===== src/rtl/div_unit_rv_if.sv =====
// ---------------------------------------------------------------------------
// div_unit_rv_if
// Request/response bundle between the EXE-stage issue logic and the
// div_unit_rv iterative divider.
//
// Handshake: the requester raises req_in with op/operands/tag and keeps all
// of them stable until the divider accepts. An accept happens on a rising
// clock edge where req_in=1, kill_in=0 and busy_out=0. A request seen while
// busy_out=1 is dropped, not queued. ready_out is a one-cycle pulse; while it
// is high, result_out/tag_out hold the completed op. No back-pressure is
// applied to the response.
//
// Signals (master = requester, slave = divider)
//   req_in       m->s  request valid
//   op_in        m->s  funct3[1:0]: 00 DIV, 01 DIVU, 10 REM, 11 REMU
//   dividend_in  m->s  rs1
//   divisor_in   m->s  rs2
//   tag_in       m->s  tag returned with the result
//   kill_in      m->s  abort op in flight
//   busy_out     s->m  op in CALC or FIX
//   ready_out    s->m  result valid pulse
//   result_out   s->m  quotient or remainder
//   tag_out      s->m  tag of completed op
//   dbg_state    s->m  divider FSM state (00 IDLE, 01 CALC, 10 FIX, 11 DONE)
// ---------------------------------------------------------------------------
interface div_unit_rv_if #(
    parameter int XLEN  = 32,
    parameter int TAG_W = 5
);
    logic             req_in;
    logic [1:0]       op_in;
    logic [XLEN-1:0]  dividend_in;
    logic [XLEN-1:0]  divisor_in;
    logic [TAG_W-1:0] tag_in;
    logic             kill_in;
    logic             busy_out;
    logic             ready_out;
    logic [XLEN-1:0]  result_out;
    logic [TAG_W-1:0] tag_out;
    logic [1:0]       dbg_state;

    modport master (
        output req_in, op_in, dividend_in, divisor_in, tag_in, kill_in,
        input  busy_out, ready_out, result_out, tag_out, dbg_state
    );

    modport slave (
        input  req_in, op_in, dividend_in, divisor_in, tag_in, kill_in,
        output busy_out, ready_out, result_out, tag_out, dbg_state
    );
endinterface


===== src/rtl/div_unit_rv.sv =====
// ---------------------------------------------------------------------------
// div_unit_rv
// Iterative radix-2 restoring divider for the RISC-V M extension
// (DIV/DIVU/REM/REMU). One operation in flight, tagged result, kill support.
//
// Ports
//   clk_in    : clock, all state updates on the rising edge
//   reset_in  : asynchronous, active-high reset
//   bus       : div_unit_rv_if.slave (request, operands, tag, kill, and the
//               busy/ready/result/tag/dbg_state responses)
//
// Parameters
//   XLEN  : operand/result width (>= 8, even)
//   TAG_W : width of the tag carried with an op
//
// Optional feature macro: DIV_EARLY_OUT_EN
//   Defined   : on accept, if |dividend| < |divisor| the CALC phase is
//               skipped (quotient 0, remainder |dividend|), result after 2 cycles.
//   Undefined : every non-special op spends XLEN cycles in CALC.
//
// Timing (latency counted with the accept edge as cycle 1)
//   divide by zero / signed overflow : ready_out after 1 cycle
//   early out (macro defined)        : ready_out after 2 cycles
//   normal                           : ready_out after XLEN+2 cycles
// ---------------------------------------------------------------------------
module div_unit_rv #(
    parameter int XLEN  = 32,
    parameter int TAG_W = 5
) (
    input  logic           clk_in,
    input  logic           reset_in,
    div_unit_rv_if.slave   bus
);

    localparam int CNT_W = $clog2(XLEN + 1);
    localparam logic [XLEN-1:0] MIN_VAL = {1'b1, {(XLEN-1){1'b0}}};

    typedef enum logic [1:0] {
        S_IDLE = 2'd0,
        S_CALC = 2'd1,
        S_FIX  = 2'd2,
        S_DONE = 2'd3
    } state_t;

    // -----------------------------------------------------------------------
    // Registers
    // -----------------------------------------------------------------------
    state_t           r_state;
    logic [CNT_W-1:0] r_cnt;
    // Partial remainder. The XLEN+1-bit intermediate only exists for one
    // cycle inside the step logic; after each restoring step PR < |b|, so
    // XLEN bits are enough to hold it between cycles.
    logic [XLEN-1:0]  r_pr;
    // Holds |a| at start; dividend bits shift out of the top while quotient
    // bits shift in at the bottom, so after XLEN steps it is the quotient.
    logic [XLEN-1:0]  r_quot;
    logic [XLEN-1:0]  r_div;
    logic             r_is_rem;
    logic             r_neg_q;
    logic             r_neg_r;
    logic [TAG_W-1:0] r_tag;
    logic             r_ready;
    logic [XLEN-1:0]  r_result;
    logic [TAG_W-1:0] r_tag_out;

    // -----------------------------------------------------------------------
    // Accept-side decode
    // -----------------------------------------------------------------------
    logic            w_signed;
    logic            w_a_neg;
    logic            w_b_neg;
    logic [XLEN-1:0] w_mag_a;
    logic [XLEN-1:0] w_mag_b;
    logic            w_idle_or_done;
    logic            w_accept;
    logic            w_div_zero;
    logic            w_overflow;
    logic [XLEN-1:0] w_special_res;
    logic            w_early;

    assign w_signed = ~bus.op_in[0];
    assign w_a_neg  = w_signed & bus.dividend_in[XLEN-1];
    assign w_b_neg  = w_signed & bus.divisor_in[XLEN-1];

    // Negating MIN wraps back to MIN, which read as unsigned is exactly
    // 2^(XLEN-1): the correct magnitude, so no extra bit is needed.
    assign w_mag_a = w_a_neg ? -bus.dividend_in : bus.dividend_in;
    assign w_mag_b = w_b_neg ? -bus.divisor_in  : bus.divisor_in;

    assign w_idle_or_done = (r_state == S_IDLE) || (r_state == S_DONE);
    assign w_accept       = bus.req_in & ~bus.kill_in & w_idle_or_done;

    assign w_div_zero = (bus.divisor_in == '0);
    assign w_overflow = w_signed && (bus.dividend_in == MIN_VAL) && (bus.divisor_in == '1);

    // RISC-V defined results: x/0 -> all ones, x%0 -> x;
    // MIN/-1 -> MIN, MIN%-1 -> 0.
    always_comb begin
        w_special_res = '0;
        if (w_div_zero) begin
            w_special_res = bus.op_in[1] ? bus.dividend_in : '1;
        end else begin
            w_special_res = bus.op_in[1] ? '0 : MIN_VAL;
        end
    end

`ifdef DIV_EARLY_OUT_EN
    assign w_early = (w_mag_a < w_mag_b);
`else
    assign w_early = 1'b0;
`endif

    // -----------------------------------------------------------------------
    // One restoring step: shift the next dividend bit into PR and try to
    // subtract |b|. The trial difference fits XLEN+1 signed bits because
    // PR < |b| < 2^XLEN, so its top bit is a reliable borrow flag.
    // -----------------------------------------------------------------------
    logic [XLEN:0]   w_shift;
    logic [XLEN:0]   w_diff;
    logic            w_ge;
    logic [XLEN-1:0] w_pr_next;

    assign w_shift   = {r_pr, r_quot[XLEN-1]};
    assign w_diff    = w_shift - {1'b0, r_div};
    assign w_ge      = ~w_diff[XLEN];
    assign w_pr_next = w_ge ? w_diff[XLEN-1:0] : w_shift[XLEN-1:0];

    // -----------------------------------------------------------------------
    // Sign fix-up applied in FIX
    // -----------------------------------------------------------------------
    logic [XLEN-1:0] w_quot_fix;
    logic [XLEN-1:0] w_rem_fix;
    logic [XLEN-1:0] w_fix_res;

    assign w_quot_fix = r_neg_q ? -r_quot : r_quot;
    assign w_rem_fix  = r_neg_r ? -r_pr   : r_pr;
    assign w_fix_res  = r_is_rem ? w_rem_fix : w_quot_fix;

    // -----------------------------------------------------------------------
    // FSM and datapath
    // -----------------------------------------------------------------------
    always_ff @(posedge clk_in or posedge reset_in) begin
        if (reset_in) begin
            r_state   <= S_IDLE;
            r_cnt     <= '0;
            r_pr      <= '0;
            r_quot    <= '0;
            r_div     <= '0;
            r_is_rem  <= 1'b0;
            r_neg_q   <= 1'b0;
            r_neg_r   <= 1'b0;
            r_tag     <= '0;
            r_ready   <= 1'b0;
            r_result  <= '0;
            r_tag_out <= '0;
        end else begin
            // ready_out is high only for the cycle right after entering DONE.
            r_ready <= 1'b0;

            case (r_state)
                S_IDLE, S_DONE: begin
                    if (w_accept) begin
                        r_tag    <= bus.tag_in;
                        r_is_rem <= bus.op_in[1];
                        r_neg_q  <= w_a_neg ^ w_b_neg;
                        r_neg_r  <= w_a_neg;
                        r_div    <= w_mag_b;
                        r_cnt    <= CNT_W'(XLEN);
                        if (w_div_zero || w_overflow) begin
                            r_result  <= w_special_res;
                            r_tag_out <= bus.tag_in;
                            r_ready   <= 1'b1;
                            r_state   <= S_DONE;
                        end else if (w_early) begin
                            r_quot  <= '0;
                            r_pr    <= w_mag_a;
                            r_state <= S_FIX;
                        end else begin
                            r_quot  <= w_mag_a;
                            r_pr    <= '0;
                            r_state <= S_CALC;
                        end
                    end else begin
                        // Covers kill in DONE and kill arriving with a request.
                        r_state <= S_IDLE;
                    end
                end

                S_CALC: begin
                    if (bus.kill_in) begin
                        r_state <= S_IDLE;
                    end else begin
                        r_pr   <= w_pr_next;
                        r_quot <= {r_quot[XLEN-2:0], w_ge};
                        r_cnt  <= r_cnt - CNT_W'(1);
                        if (r_cnt == CNT_W'(1)) begin
                            r_state <= S_FIX;
                        end
                    end
                end

                S_FIX: begin
                    if (bus.kill_in) begin
                        r_state <= S_IDLE;
                    end else begin
                        r_result  <= w_fix_res;
                        r_tag_out <= r_tag;
                        r_ready   <= 1'b1;
                        r_state   <= S_DONE;
                    end
                end

                default: r_state <= S_IDLE;
            endcase
        end
    end

    // -----------------------------------------------------------------------
    // Outputs
    // -----------------------------------------------------------------------
    assign bus.busy_out   = (r_state == S_CALC) || (r_state == S_FIX);
    assign bus.ready_out  = r_ready;
    assign bus.result_out = r_result;
    assign bus.tag_out    = r_tag_out;
    assign bus.dbg_state  = r_state;

endmodule


===== src/flat_wrapper.sv =====
// flat-port wrapper written by rule: the top's interface ports become plain ports
module div_unit_rv_flat 
#(
    parameter int XLEN  = 32,
    parameter int TAG_W = 5
)
  (clk_in, reset_in, bus_req_in, bus_op_in, bus_dividend_in, bus_divisor_in, bus_tag_in, bus_kill_in, bus_busy_out, bus_ready_out, bus_result_out, bus_tag_out, bus_dbg_state);
  div_unit_rv_if #(.XLEN(XLEN), .TAG_W(TAG_W)) bus_i ();
  input  logic clk_in;
  input  logic reset_in;
  input wire logic [$bits(bus_i.req_in)-1:0] bus_req_in;
  input wire logic [$bits(bus_i.op_in)-1:0] bus_op_in;
  input wire logic [$bits(bus_i.dividend_in)-1:0] bus_dividend_in;
  input wire logic [$bits(bus_i.divisor_in)-1:0] bus_divisor_in;
  input wire logic [$bits(bus_i.tag_in)-1:0] bus_tag_in;
  input wire logic [$bits(bus_i.kill_in)-1:0] bus_kill_in;
  output wire logic [$bits(bus_i.busy_out)-1:0] bus_busy_out;
  output wire logic [$bits(bus_i.ready_out)-1:0] bus_ready_out;
  output wire logic [$bits(bus_i.result_out)-1:0] bus_result_out;
  output wire logic [$bits(bus_i.tag_out)-1:0] bus_tag_out;
  output wire logic [$bits(bus_i.dbg_state)-1:0] bus_dbg_state;
  assign bus_i.req_in = bus_req_in;
  assign bus_i.op_in = bus_op_in;
  assign bus_i.dividend_in = bus_dividend_in;
  assign bus_i.divisor_in = bus_divisor_in;
  assign bus_i.tag_in = bus_tag_in;
  assign bus_i.kill_in = bus_kill_in;
  assign bus_busy_out = bus_i.busy_out;
  assign bus_ready_out = bus_i.ready_out;
  assign bus_result_out = bus_i.result_out;
  assign bus_tag_out = bus_i.tag_out;
  assign bus_dbg_state = bus_i.dbg_state;
  div_unit_rv #(.XLEN(XLEN), .TAG_W(TAG_W)) u_core (.clk_in(clk_in), .reset_in(reset_in), .bus(bus_i));
endmodule

===== config.mk =====
export PLATFORM = sky130hd
export DESIGN_NAME = div_unit_rv_flat
export DESIGN_NICKNAME = d
export VERILOG_FILES = /design/src/rtl/div_unit_rv_if.sv /design/src/rtl/div_unit_rv.sv /design/src/flat_wrapper.sv
export SDC_FILE = /design/constraint.sdc
export NUM_CORES = 1
export LEC_CHECK = 0
export CAP_MARGIN = 20
export CORE_MARGIN = 5
export CORE_UTILIZATION = 40
export CTS_CLUSTER_SIZE = 30
export DETAILED_ROUTE_END_ITERATION = 8
export PLACE_DENSITY = 0.57
export SLEW_MARGIN = 15
export SYNTH_ARGS = -nofsm -noshare
export SYNTH_HDL_FRONTEND = slang
export SYNTH_SLANG_ARGS = --single-unit

===== constraint.sdc =====
create_clock -name clk_in -period 9.85 [get_ports clk_in]
set_input_delay 1.97 -clock clk_in [delete_from_list [all_inputs] [get_ports clk_in]]
set_output_delay 1.97 -clock clk_in [all_outputs]
set_load 0.02 [all_outputs]

After elaboration in Yosys (flattened, before gate mapping)
Cells that the tools add are included.
W data, S select, Z words.
{"block": "totals", "register_bits": 150, "inputBits": 75, "out_inout_bits": 41}
{"block": "classes", "n_addsub": 6, "eq_ne": 12, "n_mux": 38, "bitwise": 8, "reduce_logical": 14}
{"op": "$mux W32", "n": 18}
{"op": "$pmux W32 S2", "n": 3}
{"op": "$neg A32 Y32", "n": 4}
{"op": "$eq A32 B32 Y1 const B", "n": 2}
{"op": "$sub A33 B32 Y33", "n": 1}
{"op": "$logic_not A32 Y1", "n": 1}
{"op": "$mux W5", "n": 3}
{"op": "$mux W6", "n": 2}
{"op": "$pmux W6 S2", "n": 1}
{"op": "$mux W2", "n": 5}
{"op": "$pmux W5 S2", "n": 1}
{"op": "$reduce_and A4 Y1", "n": 2}
{"op": "$eq A6 B1 Y1 const B", "n": 1}
{"op": "$ne A2 B2 Y1 const B", "n": 3}
{"op": "$pmux W2 S3", "n": 1}
{"op": "$sub A6 B1 Y6 const B", "n": 1}
{"op": "$and A1 B1 Y1", "n": 4}
{"op": "$eq A2 B2 Y1 const B", "n": 2}
{"op": "$ne A2 B1 Y1 const B", "n": 2}
{"op": "$reduce_bool A2 Y1", "n": 2}
{"op": "$logic_or A1 B1 Y1", "n": 3}
{"op": "$mux W1", "n": 3}
{"op": "$ne A3 B2 Y1 const B", "n": 1}
{"op": "$not A1 Y1", "n": 3}
{"op": "8 further kinds", "n": 9}

Depth between registers and ports, before layout
{"block": "depth", "ltp_word": 7, "depth_mapped": 13}

Least setup slack after synthesis
OpenSTA, ideal clock, no wires.
{"block": "synth_timing", "kind": "input to register", "startpoint": "in bus_divisor_in[28]", "endpoint": "reg u_core.r_quot[31]", "setup_time_ps": 126, "arrival_time_ps": 4194, "required_time_ps": 9724, "slack_ps": 5530, "cell_stages": 8, "n_path_buf": 1, "path_cell_list": "or4_1 or3_1 or4_4 o21ai_2 o21ai_0 and2_1 buf_2 a221o_1"}
{"block": "synth_between", "elab_chain_cells": 5}
{"item": "start: declaration", "line": "flat_wrapper.sv:14", "rtl": "input wire logic [$bits(bus_i.divisor_in)-1:0] bus_divisor_in;"}
{"item": "$eq A32 B32 Y1", "line": "div_unit_rv.sv:94", "rtl": "assign w_overflow = w_signed && (bus.dividend_in == MIN_VAL) && (bus.divisor_in == '1);"}
{"item": "$logic_and A1 B1 Y1", "line": "div_unit_rv.sv:94"}
{"item": "$logic_or A1 B1 Y1 *", "line": "div_unit_rv.sv:169", "rtl": "if (w_div_zero || w_overflow) begin"}
{"item": "$ne A2 B2 Y1 (no source line) *"}
{"item": "$reduce_and A4 Y1 (no source line) *"}
{"item": "end signal: assignment", "line": "div_unit_rv.sv:179", "rtl": "r_quot <= w_mag_a;"}
{"item": "end signal: assignment", "line": "div_unit_rv.sv:194", "rtl": "r_quot <= {r_quot[XLEN-2:0], w_ge};"}
{"item": "end: declaration", "line": "div_unit_rv.sv:56", "rtl": "logic [XLEN-1:0] r_quot;"}
Every way passes the cells marked *; elsewhere a longest branch is shown, timed or not.
A chain may end at the register's enable or synchronous reset.

Worst setup path after layout
{"block": "layout_timing", "startpoint": "in bus_dividend_in[26]", "endpoint": "reg u_core.r_pr[4]"}
{"block": "layout_between", "elab_chain_cells": 6}
{"item": "start: declaration", "line": "flat_wrapper.sv:13", "rtl": "input wire logic [$bits(bus_i.dividend_in)-1:0] bus_dividend_in;"}
{"item": "$eq A32 B32 Y1", "line": "div_unit_rv.sv:94"}
{"item": "$logic_and A1 B1 Y1 (2 in series)", "line": "div_unit_rv.sv:94"}
{"item": "$logic_or A1 B1 Y1", "line": "div_unit_rv.sv:169"}
{"item": "$ne A2 B2 Y1 (no source line)"}
{"item": "$reduce_and A4 Y1 (no source line)"}
{"item": "end signal: assignment", "line": "div_unit_rv.sv:176", "rtl": "r_pr <= w_mag_a;"}
{"item": "end signal: assignment", "line": "div_unit_rv.sv:193", "rtl": "r_pr <= w_pr_next;"}
{"item": "end: declaration", "line": "div_unit_rv.sv:53", "rtl": "logic [XLEN-1:0] r_pr;"}
No other way between the ends.

==> impl_metrics.prom <==
# TYPE chip_impl_metric gauge
chip_impl_metric{name="antenna_fix_cells",unit=""} 0
chip_impl_metric{name="clkPwrFrac",unit=""} 0.306
chip_impl_info{name="worst_r2r_endpoint",value="u_core.r_pr[12]$_DFFE_PP0P_"} 1
chip_impl_metric{name="port_buffers",unit=""} 115
chip_impl_metric{name="worst-slew-pin-transition",unit="ns"} 1.05
chip_impl_metric{name="sequential_fraction_of_the_synthesis_area",unit=""} 0.326
chip_impl_metric{name="antenna_left",unit=""} 0
chip_impl_metric{name="max-cap-violations",unit=""} 0
chip_impl_info{name="hold_class",value="reg -> reg"} 1
chip_impl_metric{name="clock_sinks",unit=""} 150
chip_impl_metric{name="fin_cells",unit=""} 1917
chip_impl_metric{name="maxSlewViolCount",unit=""} 0
chip_impl_metric{name="final_min_period_over_clock_period",unit=""} 0.534
chip_impl_metric{name="dpl-instance-area",unit="um2"} 12900
chip_impl_metric{name="grt_pass1_wl",unit="um"} 54500
chip_impl_metric{name="viasPerCell",unit=""} 5.58
chip_impl_info{name="busiest_layer",value="met2"} 1
chip_impl_metric{name="cts.repair.resized",unit=""} 0
chip_impl_info{name="leading_cell_types_in_the_layout_fill_and_taps_excluded",value="nand2_1 (159), o21ai_0 (152), dfrtp_1 (150), nor2_1 (147), a21oi_1 (138)"} 1
chip_impl_metric{name="critical_path_arrival",unit="ns"} 5.50
chip_impl_metric{name="post_synth_num_cell_types",unit=""} 72
chip_impl_metric{name="timing.critical_path.required",unit="ns"} 10.09
chip_impl_metric{name="ys_async_sr_fraction",unit=""} 1.00
chip_impl_metric{name="synth_edf_count",unit=""} 0
chip_impl_metric{name="power_switching",unit="uW"} 840
chip_impl_metric{name="number_of_antenna_violations_at_the_first_check_in_global_routing",unit=""} 0
chip_impl_metric{name="vdd.ir_drop.worst",unit="V"} 0.000117
chip_impl_metric{name="layout-drive-gt1-share",unit=""} 0.0515
chip_impl_metric{name="finalNetCount",unit=""} 1637
chip_impl_info{name="min-delay-start",value="u_core.r_div[19]$_DFFE_PP0P_"} 1
chip_impl_metric{name="cts_inserted_buffers",unit=""} 17
chip_impl_metric{name="post_cts.repair.setup_buffers",unit=""} 0
chip_impl_metric{name="synth.ff_latch_count",unit=""} 150
chip_impl_info{name="tritoncts",value="built"} 1
chip_impl_metric{name="fin_total_pwr",unit="mW"} 2.35
chip_impl_metric{name="cts-hold-fix-buffers",unit=""} 0
chip_impl_metric{name="max_slew_margin",unit=""} 0.301
chip_impl_info{name="top_reg_cell_synth",value="dfrtp_1"} 1
chip_impl_metric{name="syn_area",unit="um2"} 11500
chip_impl_metric{name="p_leak",unit="nW"} 5.47
chip_impl_metric{name="postLayoutCellArea",unit="um2"} 13500
chip_impl_info{name="startpoint_type",value="input pin"} 1
chip_impl_metric{name="maxClockFrequency",unit="MHz"} 190
chip_impl_metric{name="cellPowerDensity",unit="nW/um2"} 174
chip_impl_metric{name="floorplan.initialDensity",unit=""} 0.403
chip_impl_metric{name="final_hold_viols",unit=""} 0
chip_impl_metric{name="number_of_global_route_vias_before_repair",unit=""} 10200
chip_impl_metric{name="overflow",unit=""} 0
chip_impl_metric{name="pwr-share-comb",unit=""} 0.326
chip_impl_metric{name="seq_power_share",unit=""} 0.368
chip_impl_info{name="worstSetupEndpointType",value="flop"} 1
chip_impl_metric{name="route.vias.total",unit=""} 10700
chip_impl_metric{name="areaGrowthSynthToFinish",unit="%"} 17.7
chip_impl_info{name="outcome",value="finished clean"} 1
chip_impl_metric{name="drtPass1Iterations",unit=""} 5
chip_impl_metric{name="placed_cells_incl_taps",unit=""} 1883
chip_impl_metric{name="floorplan.io_pins",unit=""} 116
chip_impl_info{name="cts_root_buffer",value="clkbuf_16"} 1
chip_impl_metric{name="drt-wirelength-per-cell",unit="um"} 17.3
chip_impl_metric{name="met2_global_route_usage",unit=""} 0.311
chip_impl_info{name="critPathKind",value="in -> reg"} 1
chip_impl_metric{name="drt_first_iter_violations",unit=""} 690
chip_impl_metric{name="pin_count_of_the_biggest_net_entering_global_routing",unit=""} 100
chip_impl_info{name="rsz_0062_raised_after_global_routing",value="false"} 1
chip_impl_metric{name="clock_latency",unit="ns"} 0.43
chip_impl_metric{name="internal_portion_of_total_power",unit="mW"} 1.51
chip_impl_metric{name="drc",unit=""} 0
chip_impl_metric{name="final.min_clock_period",unit="ns"} 5.26
chip_impl_metric{name="cts.path.max_buffers",unit=""} 2
chip_impl_metric{name="critPathMaxStageDelay",unit="ns"} 0.77
chip_impl_metric{name="synthesis.nets",unit=""} 1577
chip_impl_metric{name="number_of_core_rows",unit=""} 62
chip_impl_metric{name="timing.clock.skew",unit="ns"} 0.0128
chip_impl_metric{name="grt_util_met3",unit=""} 0.0265
chip_impl_metric{name="final_core_utilization",unit=""} 0.475
chip_impl_info{name="most_common_cell_after_layout_fill_and_taps_aside",value="nand2_1"} 1
chip_impl_metric{name="postSynthCellCount",unit=""} 1460
chip_impl_metric{name="chipWidth",unit="um"} 180
chip_impl_metric{name="rrSetupSlack",unit="ns"} 5.83
chip_impl_metric{name="yosysWarnings",unit=""} 0
chip_impl_metric{name="gr-usage-met1",unit=""} 0.299
chip_impl_metric{name="die_area",unit="um2"} 32300
chip_impl_info{name="critPathMostFrequentCell",value="or3_1"} 1
chip_impl_metric{name="power.switching_fraction",unit=""} 0.357
chip_impl_metric{name="report.final.setup_viol",unit=""} 0
chip_impl_metric{name="die-height",unit="um"} 180
chip_impl_info{name="regToRegStartpoint",value="u_core.r_pr[4]$_DFFE_PP0P_"} 1
chip_impl_metric{name="totalNegativeSetupSlack",unit="ns"} 0
chip_impl_metric{name="wl",unit="um"} 33100
chip_impl_info{name="min_delay_worst_endpoint",value="u_core.r_div[19]$_DFFE_PP0P_"} 1
chip_impl_metric{name="clock_tree.htree_level_count",unit=""} 4
chip_impl_metric{name="cp_max_fo",unit=""} 32
chip_impl_metric{name="core_area",unit="um2"} 28500
chip_impl_metric{name="reg2reg_depth",unit=""} 11
chip_impl_metric{name="gp_routability_congestion",unit=""} 0.904
chip_impl_metric{name="clk_transition_reported_paths",unit="ns"} 0.06
chip_impl_metric{name="min_path_cells",unit=""} 2
chip_impl_info{name="slowest_stage",value="nand2_1"} 1
chip_impl_metric{name="dp.final_hpwl",unit="um"} 24300
chip_impl_metric{name="synthesis.area_per_instance",unit="um2"} 7.88
chip_impl_info{name="path_cells",value="clkdlybuf4s50_1, or3_1, or3_1, nor2_1, nand4_1, o21ai_2, o21ai_0, nand2_1, o311ai_0"} 1
chip_impl_metric{name="globalRouteTotalUtil",unit=""} 0.201
## cells in the mapped netlist, drive strengths merged (26+ instances only)
cell,number,area share
inv,62,0.020
o21ai,158,0.069
a21oi,139,0.061
ha,41,0.045
o31ai,26,0.017
xor2,73,0.056
nand2,161,0.053
nor2,147,0.048
clkbuf,63,0.021
dfrtp,150,0.33
xnor2,73,0.056
nand3,39,0.017
## how the worst max path moves through the flow
stage | slack [ns] | cells after the start | endpoint | startpoint
after floorplan | 3.84 | 1 | u_core.bus.dbg_state[0]$_DFFE_PP0P_ | reset_in
after global placement | 4.26 | 11 | u_core.r_quot[31]$_DFFE_PP0P_ | bus_dividend_in[26]
after detailed placement | 4.22 | 11 | u_core.r_quot[31]$_DFFE_PP0P_ | bus_dividend_in[26]
after CTS | 4.66 | 9 | u_core.r_pr[4]$_DFFE_PP0P_ | bus_dividend_in[26]
after global routing | 4.38 | 9 | u_core.r_pr[4]$_DFFE_PP0P_ | bus_dividend_in[26]
final | 4.59 | 9 | u_core.r_pr[4]$_DFFE_PP0P_ | bus_dividend_in[26]
## state kept, by name, summed over array words and instances (netlist names)
signal,cells
u_core.r_pr,32
u_core.bus.dbg_state,2
u_core.r_neg_q,1
u_core.r_cnt,6
u_core.r_is_rem,1
u_core.bus.tag_out,5
u_core.r_tag,5
u_core.r_quot,32
u_core.r_neg_r,1
u_core.bus.ready_out,1
u_core.r_div,32
u_core.bus.result_out,32
## logic make-up (layout without fill, tap and decap cells)
group	after synthesis	after routing	synth area share
mux	23	23	0.0208
flops	150	150	0.326
xor+xnor	146	146	0.111
fa+ha+maj	42	42	0.0463
buf+inv	149	222	0.0528
compound gates	460	460	0.243
simple gates	490	490	0.199
## power groups by stage
stage               logic (mW)  clock network [mW]  registers [mW]
floorplan                0.474                   0           0.890
global placement         0.755                   0           0.873
CTS                      0.769               0.728           0.866
detailed placement       0.765                   0           0.876
global route             0.856               0.753           0.888
finish                   0.766               0.719           0.867
## metal layers
layer,up-vias,part of all wire
met1,5070,0.50
li1,5339,-
met3,31,0.047
met5,-,0
met2,256,0.44
met4,0,0.012
## critical path: cells and delay by family
family | cells | cell delay (ns)
AND/OR/NAND/NOR | 5 | 2.20
AO/OA/AOI/OAI | 3 | 0.81
buffers and inverters | 1 | 0.52
## cell type report
type                    count  area [um2]
multi-input cells        1161        7160
well taps                 384         480
repair buffers            128        1280
clock inverters            14         196
inverters                  62         238
flip-flops and latches    150        3750
clock buffers              18         439
fillers                  2929       15000
## per-stage QoR
stage,setup slack [ns],hold slack [ns]
after floorplan,3.84,0.450
after global placement,4.26,0.463
after detailed placement,4.22,0.471
after CTS,4.66,0.485
after global routing,4.38,0.495
final,4.59,0.482
(Power assumes the default switching activity.)
